`config.mk`:
```
export PLATFORM = sky130hd
export DESIGN_NAME = fifo_rd_ctrl
export DESIGN_NICKNAME = d
export VERILOG_FILES = /design/src/rtl/fifo_rd_ctrl_pkg.sv /design/src/rtl/fifo_rd_skid.sv /design/src/rtl/fifo_rd_ctrl.sv
export SDC_FILE = /design/constraint.sdc
export NUM_CORES = 1
export LEC_CHECK = 0
export CORE_MARGIN = 1
export CORE_UTILIZATION = 50
export CTS_CLUSTER_SIZE = 8
export DETAILED_ROUTE_END_ITERATION = 12
export GPL_TIMING_DRIVEN = 0
export PLACE_DENSITY = 0.7
export SYNTH_ARGS = -nofsm -noshare
export SYNTH_HDL_FRONTEND = slang
export SYNTH_SLANG_ARGS = --single-unit
```
`constraint.sdc`:
```
create_clock -name clk -period 5.4 [get_ports clk]
set_input_delay 0.81 -clock clk [delete_from_list [all_inputs] [get_ports clk]]
set_output_delay 0.81 -clock clk [all_outputs]
set_load 0.005 [all_outputs]
```
`src/rtl/fifo_rd_ctrl_pkg.sv`:
```
// Shared types and constants for the FIFO read controller and its skid buffer.
package fifo_rd_ctrl_pkg;

    localparam int unsigned DATA_W = 32;

    typedef logic [DATA_W-1:0] word_t;

    typedef enum logic {
        ST_RUN   = 1'b0,
        ST_FLUSH = 1'b1
    } state_e;

endpackage

```
`src/rtl/fifo_rd_skid.sv`:
```
// Skid buffer: register array with wrapping pointers and occupancy counter.
// The head entry drives the stream data; valid is registered from occupancy.
module fifo_rd_skid
    import fifo_rd_ctrl_pkg::*;
#(
    parameter int unsigned DEPTH = 4
) (
    input  logic                     clk,
    input  logic                     rst,
    input  logic                     clr_i,
    input  logic                     push_i,
    input  word_t                    push_data_i,
    input  logic                     pop_i,
    output word_t                    head_o,
    output logic                     valid_o,
    output logic [$clog2(DEPTH):0]   count_o
);

    localparam int unsigned PTR_W = $clog2(DEPTH);
    localparam int unsigned CNT_W = PTR_W + 1;

    word_t            mem_q [DEPTH];
    logic [PTR_W-1:0] wr_ptr_q;
    logic [PTR_W-1:0] rd_ptr_q;
    logic [CNT_W-1:0] count_q;
    logic [CNT_W-1:0] count_d;
    logic             valid_q;

    // Simultaneous push and pop leaves occupancy unchanged.
    always_comb begin
        count_d = count_q;
        if (push_i && !pop_i) begin
            count_d = count_q + CNT_W'(1);
        end else if (!push_i && pop_i) begin
            count_d = count_q - CNT_W'(1);
        end
    end

    always_ff @(posedge clk or posedge rst) begin
        if (rst) begin
            for (int unsigned i = 0; i < DEPTH; i++) begin
                mem_q[i] <= '0;
            end
            wr_ptr_q <= '0;
            rd_ptr_q <= '0;
            count_q  <= '0;
            valid_q  <= 1'b0;
        end else if (clr_i) begin
            wr_ptr_q <= '0;
            rd_ptr_q <= '0;
            count_q  <= '0;
            valid_q  <= 1'b0;
        end else begin
            if (push_i) begin
                mem_q[wr_ptr_q] <= push_data_i;
                wr_ptr_q        <= wr_ptr_q + PTR_W'(1);
            end
            if (pop_i) begin
                rd_ptr_q <= rd_ptr_q + PTR_W'(1);
            end
            count_q <= count_d;
            valid_q <= (count_d != '0);
        end
    end

    assign head_o  = mem_q[rd_ptr_q];
    assign valid_o = valid_q;
    assign count_o = count_q;

endmodule

```
`src/rtl/fifo_rd_ctrl.sv`:
```
// Converts a fixed-latency (non-FWFT) FIFO read port into a valid/ready stream.
// Optional word counter enabled by defining FIFO_RD_CTRL_STAT_EN.
module fifo_rd_ctrl
    import fifo_rd_ctrl_pkg::*;
#(
    parameter int unsigned READ_LATENCY = 2,
    parameter int unsigned BUF_DEPTH    = 4
) (
    input  logic              clk,
    input  logic              rst,
    input  logic              fifo_empty,
    input  logic [DATA_W-1:0] fifo_dout,
    output logic              fifo_re,
    input  logic              flush,
    output logic [DATA_W-1:0] m_data,
    output logic              m_valid,
    input  logic              m_ready,
    output logic              busy,
    output logic [31:0]       stat_words
);

    localparam int unsigned CNT_W = $clog2(BUF_DEPTH) + 1;
    localparam int unsigned SUM_W = CNT_W + $clog2(READ_LATENCY + 1);

    state_e                  state_q;
    logic [READ_LATENCY-1:0] inflight_q;
    logic [READ_LATENCY-1:0] inflight_d;
    logic [CNT_W-1:0]        buf_count;
    logic                    pop;
    logic                    push;
    logic                    clr;
    logic [SUM_W-1:0]        pending_c;

    assign pop  = m_valid && m_ready;
    assign push = inflight_q[READ_LATENCY-1] && (state_q == ST_RUN);
    assign clr  = (state_q == ST_RUN) && flush;

    // Words owed to the buffer once this cycle's pop has left; must stay below depth.
    assign pending_c = SUM_W'(buf_count) + SUM_W'($countones(inflight_q)) - SUM_W'(pop);

    assign fifo_re = !rst && (state_q == ST_RUN) && !flush && !fifo_empty
                     && (pending_c < SUM_W'(BUF_DEPTH));

    assign inflight_d = (inflight_q << 1) | READ_LATENCY'(fifo_re);

    always_ff @(posedge clk or posedge rst) begin
        if (rst) begin
            state_q    <= ST_RUN;
            inflight_q <= '0;
        end else begin
            inflight_q <= inflight_d;
            case (state_q)
                ST_RUN:   if (flush) state_q <= ST_FLUSH;
                ST_FLUSH: if (inflight_q == '0) state_q <= ST_RUN;
                default:  state_q <= ST_RUN;
            endcase
        end
    end

    assign busy = (state_q == ST_FLUSH);

    fifo_rd_skid #(
        .DEPTH (BUF_DEPTH)
    ) u_skid (
        .clk         (clk),
        .rst         (rst),
        .clr_i       (clr),
        .push_i      (push),
        .push_data_i (fifo_dout),
        .pop_i       (pop),
        .head_o      (m_data),
        .valid_o     (m_valid),
        .count_o     (buf_count)
    );

`ifdef FIFO_RD_CTRL_STAT_EN
    logic [31:0] stat_q;

    always_ff @(posedge clk or posedge rst) begin
        if (rst) begin
            stat_q <= '0;
        end else if (pop) begin
            stat_q <= stat_q + 32'd1;
        end
    end

    assign stat_words = stat_q;
`else
    assign stat_words = '0;
`endif

endmodule

```
# Word-level counts from Yosys, hierarchy flattened
# Cells that the tools add are included.
[word_totals]
rom_bits = 0
memories = 0
latch_bits = 0
ram_bits = 0
ff_bits = 139
word_cells = 63
[classes]
div = 0
n_mul = 0
add_sub_neg = 7
eq_ne = 0
order_cmp = 4
bitwise_logic = 5
shifts = 0
n_reduce_logical = 20
mux = 17
[op_table]
columns = ["op", "count"]
rows = [
  ["128-bit bitwise mux", 1],
  ["32-bit 2-to-1 mux", 3],
  ["32-bit binary-select mux with 2-bit select", 1],
  ["32-bit demux with 2-bit select", 1],
  ["1-bit logical AND", 10],
  ["3-bit 2-to-1 mux", 3],
  ["2-bit 2-to-1 mux", 4],
  ["3-bit greater-or-equal comparator, second input constant", 2],
  ["2-bit NOT with 3-bit output", 2],
  ["1-bit zero test", 5],
  ["5-bit by 3-bit less-than comparator with 1-bit output, second input constant", 1],
  ["4-bit by 1-bit subtractor with 5-bit output", 1],
  ["2-bit by 1-bit adder with 2-bit output, second input constant", 2],
  ["3-bit by 2-bit adder with 4-bit output", 1],
  ["2-bit nonzero test", 2],
  ["3-bit by 1-bit adder with 3-bit output, second input constant", 1],
  ["3-bit by 1-bit less-than comparator with 1-bit output, second input constant", 1],
  ["1-bit 2-to-1 mux", 3],
  ["3-bit nonzero test", 1],
  ["3-bit by 1-bit subtractor with 3-bit output, second input constant", 1],
  ["1-bit by 1-bit adder with 2-bit output", 1],
  ["2-bit zero test", 1],
  ["1-bit NOT", 2],
  ["2-bit by 1-bit bitwise OR with 2-bit output", 1],
  ["2 further kinds", 2],
]

# Depth between registers and ports, before layout
[depth]
word_depth = 8
mapped_depth = 10
ltp_nobuf = 10

# Hierarchy
# A second synthesis with hierarchy kept.
[hier_totals]
hier_cells = 421
area_unflattened_um2 = 6677.7
[by_module_without_submodules]
columns = ["module", "seq_area_each_um2", "area_per_inst_um2", "n_inst", "cells_per_inst"]
rows = [
  ["fifo_rd_skid", 3403.3, 6174.7, 1, 358],
  ["fifo_rd_ctrl", 75.1, 503.0, 1, 63],
]

# Least setup slack after synthesis
# Ideal clock, no wire load.
[synth_timing]
path_kind = "input -> output"
from = "input m_ready"
to = "output fifo_re"
arrival_ps = 2140
setup_slack_ps = 2450
stages = 10
required_time_ps = 4590
path_cell_list = "nand2_1 -> inv_2 -> ha_1 -> inv_1 -> ha_1 -> a21oi_1 -> nor2b_1 -> nor3_1 -> o211ai_1 -> a21oi_1"
[synth_via]
elab_chain_cells = 4
[synth_lines]
columns = ["element", "line_no", "text"]
rows = [
  ["from (decl)", "fifo_rd_ctrl.sv:17", "input logic m_ready,"],
  ["1-bit logical AND", "fifo_rd_ctrl.sv:34", "assign pop = m_valid && m_ready;"],
  ["4-bit by 1-bit subtractor with 5-bit output", "fifo_rd_ctrl.sv:39", "assign pending_c = SUM_W'(buf_count) + SUM_W'($countones(inflight_q)) - SUM_W'(pop);"],
  ["5-bit by 3-bit less-than comparator with 1-bit output", "fifo_rd_ctrl.sv:42", "&& (pending_c < SUM_W'(BUF_DEPTH));"],
  ["1-bit logical AND", "fifo_rd_ctrl.sv:42", ""],
  ["to (decl)", "fifo_rd_ctrl.sv:13", "output logic fifo_re,"],
]
# No other way between the ends.

# Worst setup path after layout
# Same ends and word-level chain as after synthesis.

==> run metrics <==
post-synth cell types=34; CP arrival=3.21 ns; Std-Cell Rows=43; htree depth=4; Cell Int Power=2.31 mW; final cell count without fillers=735; CTS Buffer Depth=2; drc violations=0; Critical Path RT=4.59 ns; PwrDens=356 nW/um2; Sw Ratio=25.9%; Die X=121 um; # Max-Cap Violations=0; wire per inst=18.1 um; post-synth top area cell=dfrtp_1; commonest non-fill, non-tap cell in the layout=dfrtp_1; Root Buffer=clkbuf_16; area added between synthesis and finish=22.8%; Final ANT Viol Nets=0; Avg Vias per Cell=5.10; Setup Crit Path Kind=input port to output port; commonest non-fill, non-tap cells in the layout=139 x dfrtp_1, 120 x mux2_4, 71 x clkdlybuf4s50_1; grt met2 use=29.9%; Final setup viols=0; DPL Wire Length=8700 um; Critical Path Fanout Max=5; DP Cell Count=706; Fmax=0.249 GHz; Worst-Margin Slew=0.674 ns; RSZ-0062 raised after global routing=false; sequential area share after synthesis=48.8%; DP Worst Slack=1.35 ns; hold crit path type=flop to flop; syn avg cell area=16.9 um2; Period minus WS final=4.02 ns; share of cells above drive strength 1=44.1%; CTS tree=built; 1st-pass router iterations=4; worst skew pair latency=0.41 ns; grt met1 use=27.9%; total CTS buffers=17; routing usage on met3=6.06%; CTS resizes=0; Total GRT Usage=19.9%; DR iter-0 viols=150; Hold Violations, Final=0; # clock sinks=139; FF-to-FF Start=u_skid.valid_o; hold_sp=inflight_q[0]; Sw Pwr=0.808 mW; gr ovfl total=0; pins over their slew limit=0; Syn Inst Count=423; routability cong.=0.789; Boundary Pins=104; Post-CTS Setup Inserts=0; Final #Nets=593; initial antenna violation count=0; final critical-path setup slack=1.38 ns; DP Area=8220 um2; diodes inserted=0; Leak Pwr=4.11 nW; # port buffers=71; VDD IR max=0.227 mV; dominant cells by area after synthesis=dfrtp_1 49%, mux2_4 25%, mux4_2 10%; largest net degree at the start of global routing=77; combinational power share=26.3%; Mapped Area=7130 um2; sequential power share=39.0%; Clock Skew=0.00531 ns; Die Height=121 um; vias=3750; first-pass GRT wire length=21800 um; Startpoint Class=input port; CORE AREA=13900 um2; DRT Wirelength=13300 um; outcome=completed; vias in the first global route=4069; max_slew headroom=55.1%; hold_buf cts=0; full die area=14700 um2; PnR Total Power=3.12 mW; busiest layer in global routing=met2; design area=8750 um2; CP endpoint kind=output port; crit path launch=m_ready; synth warn=0; FF+latch count, synth=139; Clock transition at path regs=0.05 ns; final period utilization=74.5%; clock power share=34.7%; initial core utilization=51.4%; Synth top area share=48.8%
## flip-flops by register name, summed over array words and instances, names as in the netlist
register,flops
u_skid.rd_ptr_q,2
u_skid.count_o,3
u_skid.wr_ptr_q,2
busy,1
inflight_q,2
u_skid.mem_q,128
u_skid.valid_o,1
## critical path, stage by stage
cell and delay [ns]:
clkdlybuf4s50_1 0.49, nand2_1 0.12, inv_2 0.13, ha_1 0.24, inv_1 0.05, ha_1 0.21
a21oi_1 0.14, nor2b_1 0.07, nor3_1 0.13, o211ai_1 0.11, a21oi_1 0.18, clkdlybuf4s50_1 0.52
## layout make-up
class,instances,area [um2]
Sequential cell,139,3480
Clock inverter,2,35.0
Tap cell,180,225
Buffer,56,569
Multi-Input combinational cell,248,3160
Inverter,11,46.3
Timing Repair Buffer,72,738
Fill cell,1054,5130
Clock buffer,27,503
## path summary, 6_finish.rpt
path,slack [ns],cells after the start,endpoint
setup / recovery,1.38,12,fifo_re
hold / removal,0.40,0,inflight_q[1]
setup reg to reg,3.48,10,inflight_q[0]
hold reg to reg,0.40,0,inflight_q[1]
max in group asynchronous,3.75,3,u_skid.mem_q[5]
min in group asynchronous,0.88,2,u_skid.mem_q[46]
## routing by layer
| metal | share of wire [%] | wire length, um |
|---|---|---|
| met5 | 0 | 0 |
| met3 | 4.2 | 558 |
| met1 | 48 | 6380 |
| met4 | 0.86 | 114 |
| met2 | 47 | 6260 |
## cells by family after synthesis
family,share of synthesized area (%)
AO/OA/AOI/OAI,1.35
XOR/XNOR,0.614
adder cells (fa/ha/maj),1.93
buffers and inverters,8.56
flip-flops,48.8
multiplexers,37.1
other,0.0526
AND/OR/NAND/NOR,1.63
## synthesized netlist by cell type, drive strengths merged
| cell type | number |
|---|---|
| o211ai | 1 |
| conb | 1 |
| buf | 55 |
| nand3 | 1 |
| ha | 11 |
| a31oi | 1 |
| o21bai | 2 |
| a22oi | 1 |
| nand2 | 3 |
| nor2 | 7 |
| nor3 | 2 |
| nor2b | 3 |
| and3 | 4 |
| a21boi | 1 |
| mux2i | 1 |
| xnor2 | 4 |
| o21ai | 2 |
| a21oi | 5 |
| a221oi | 1 |
| dfrtp | 139 |
| and2b | 2 |
| mux2 | 130 |
| mux4 | 32 |
| clkbuf | 1 |
| a22o | 1 |
| xor2 | 1 |
| inv | 11 |
## power by group through the flow
stage | combinational (mW) | sequential [mW] | clock, mW
3_3_place_gp | 0.807 | 1.22 | 0
4_1_cts | 0.834 | 1.21 | 1.11
6_report | 0.820 | 1.21 | 1.08
2_1_floorplan | 0.540 | 1.21 | 0
5_1_grt | 0.898 | 1.23 | 1.16
3_5_place_dp | 0.828 | 1.23 | 0
## through the flow
stage	util [%]	hold slack [ns]	setup TNS [ns]
after floorplan	-	0.374	0
after global placement	59.0	0.391	-124.81
after detailed placement	59.2	0.397	0
after CTS	63.1	0.410	0
after global routing	63.1	0.420	0
final	63.1	0.402	0
No activity file was read; power rests on OpenSTA's default activity.
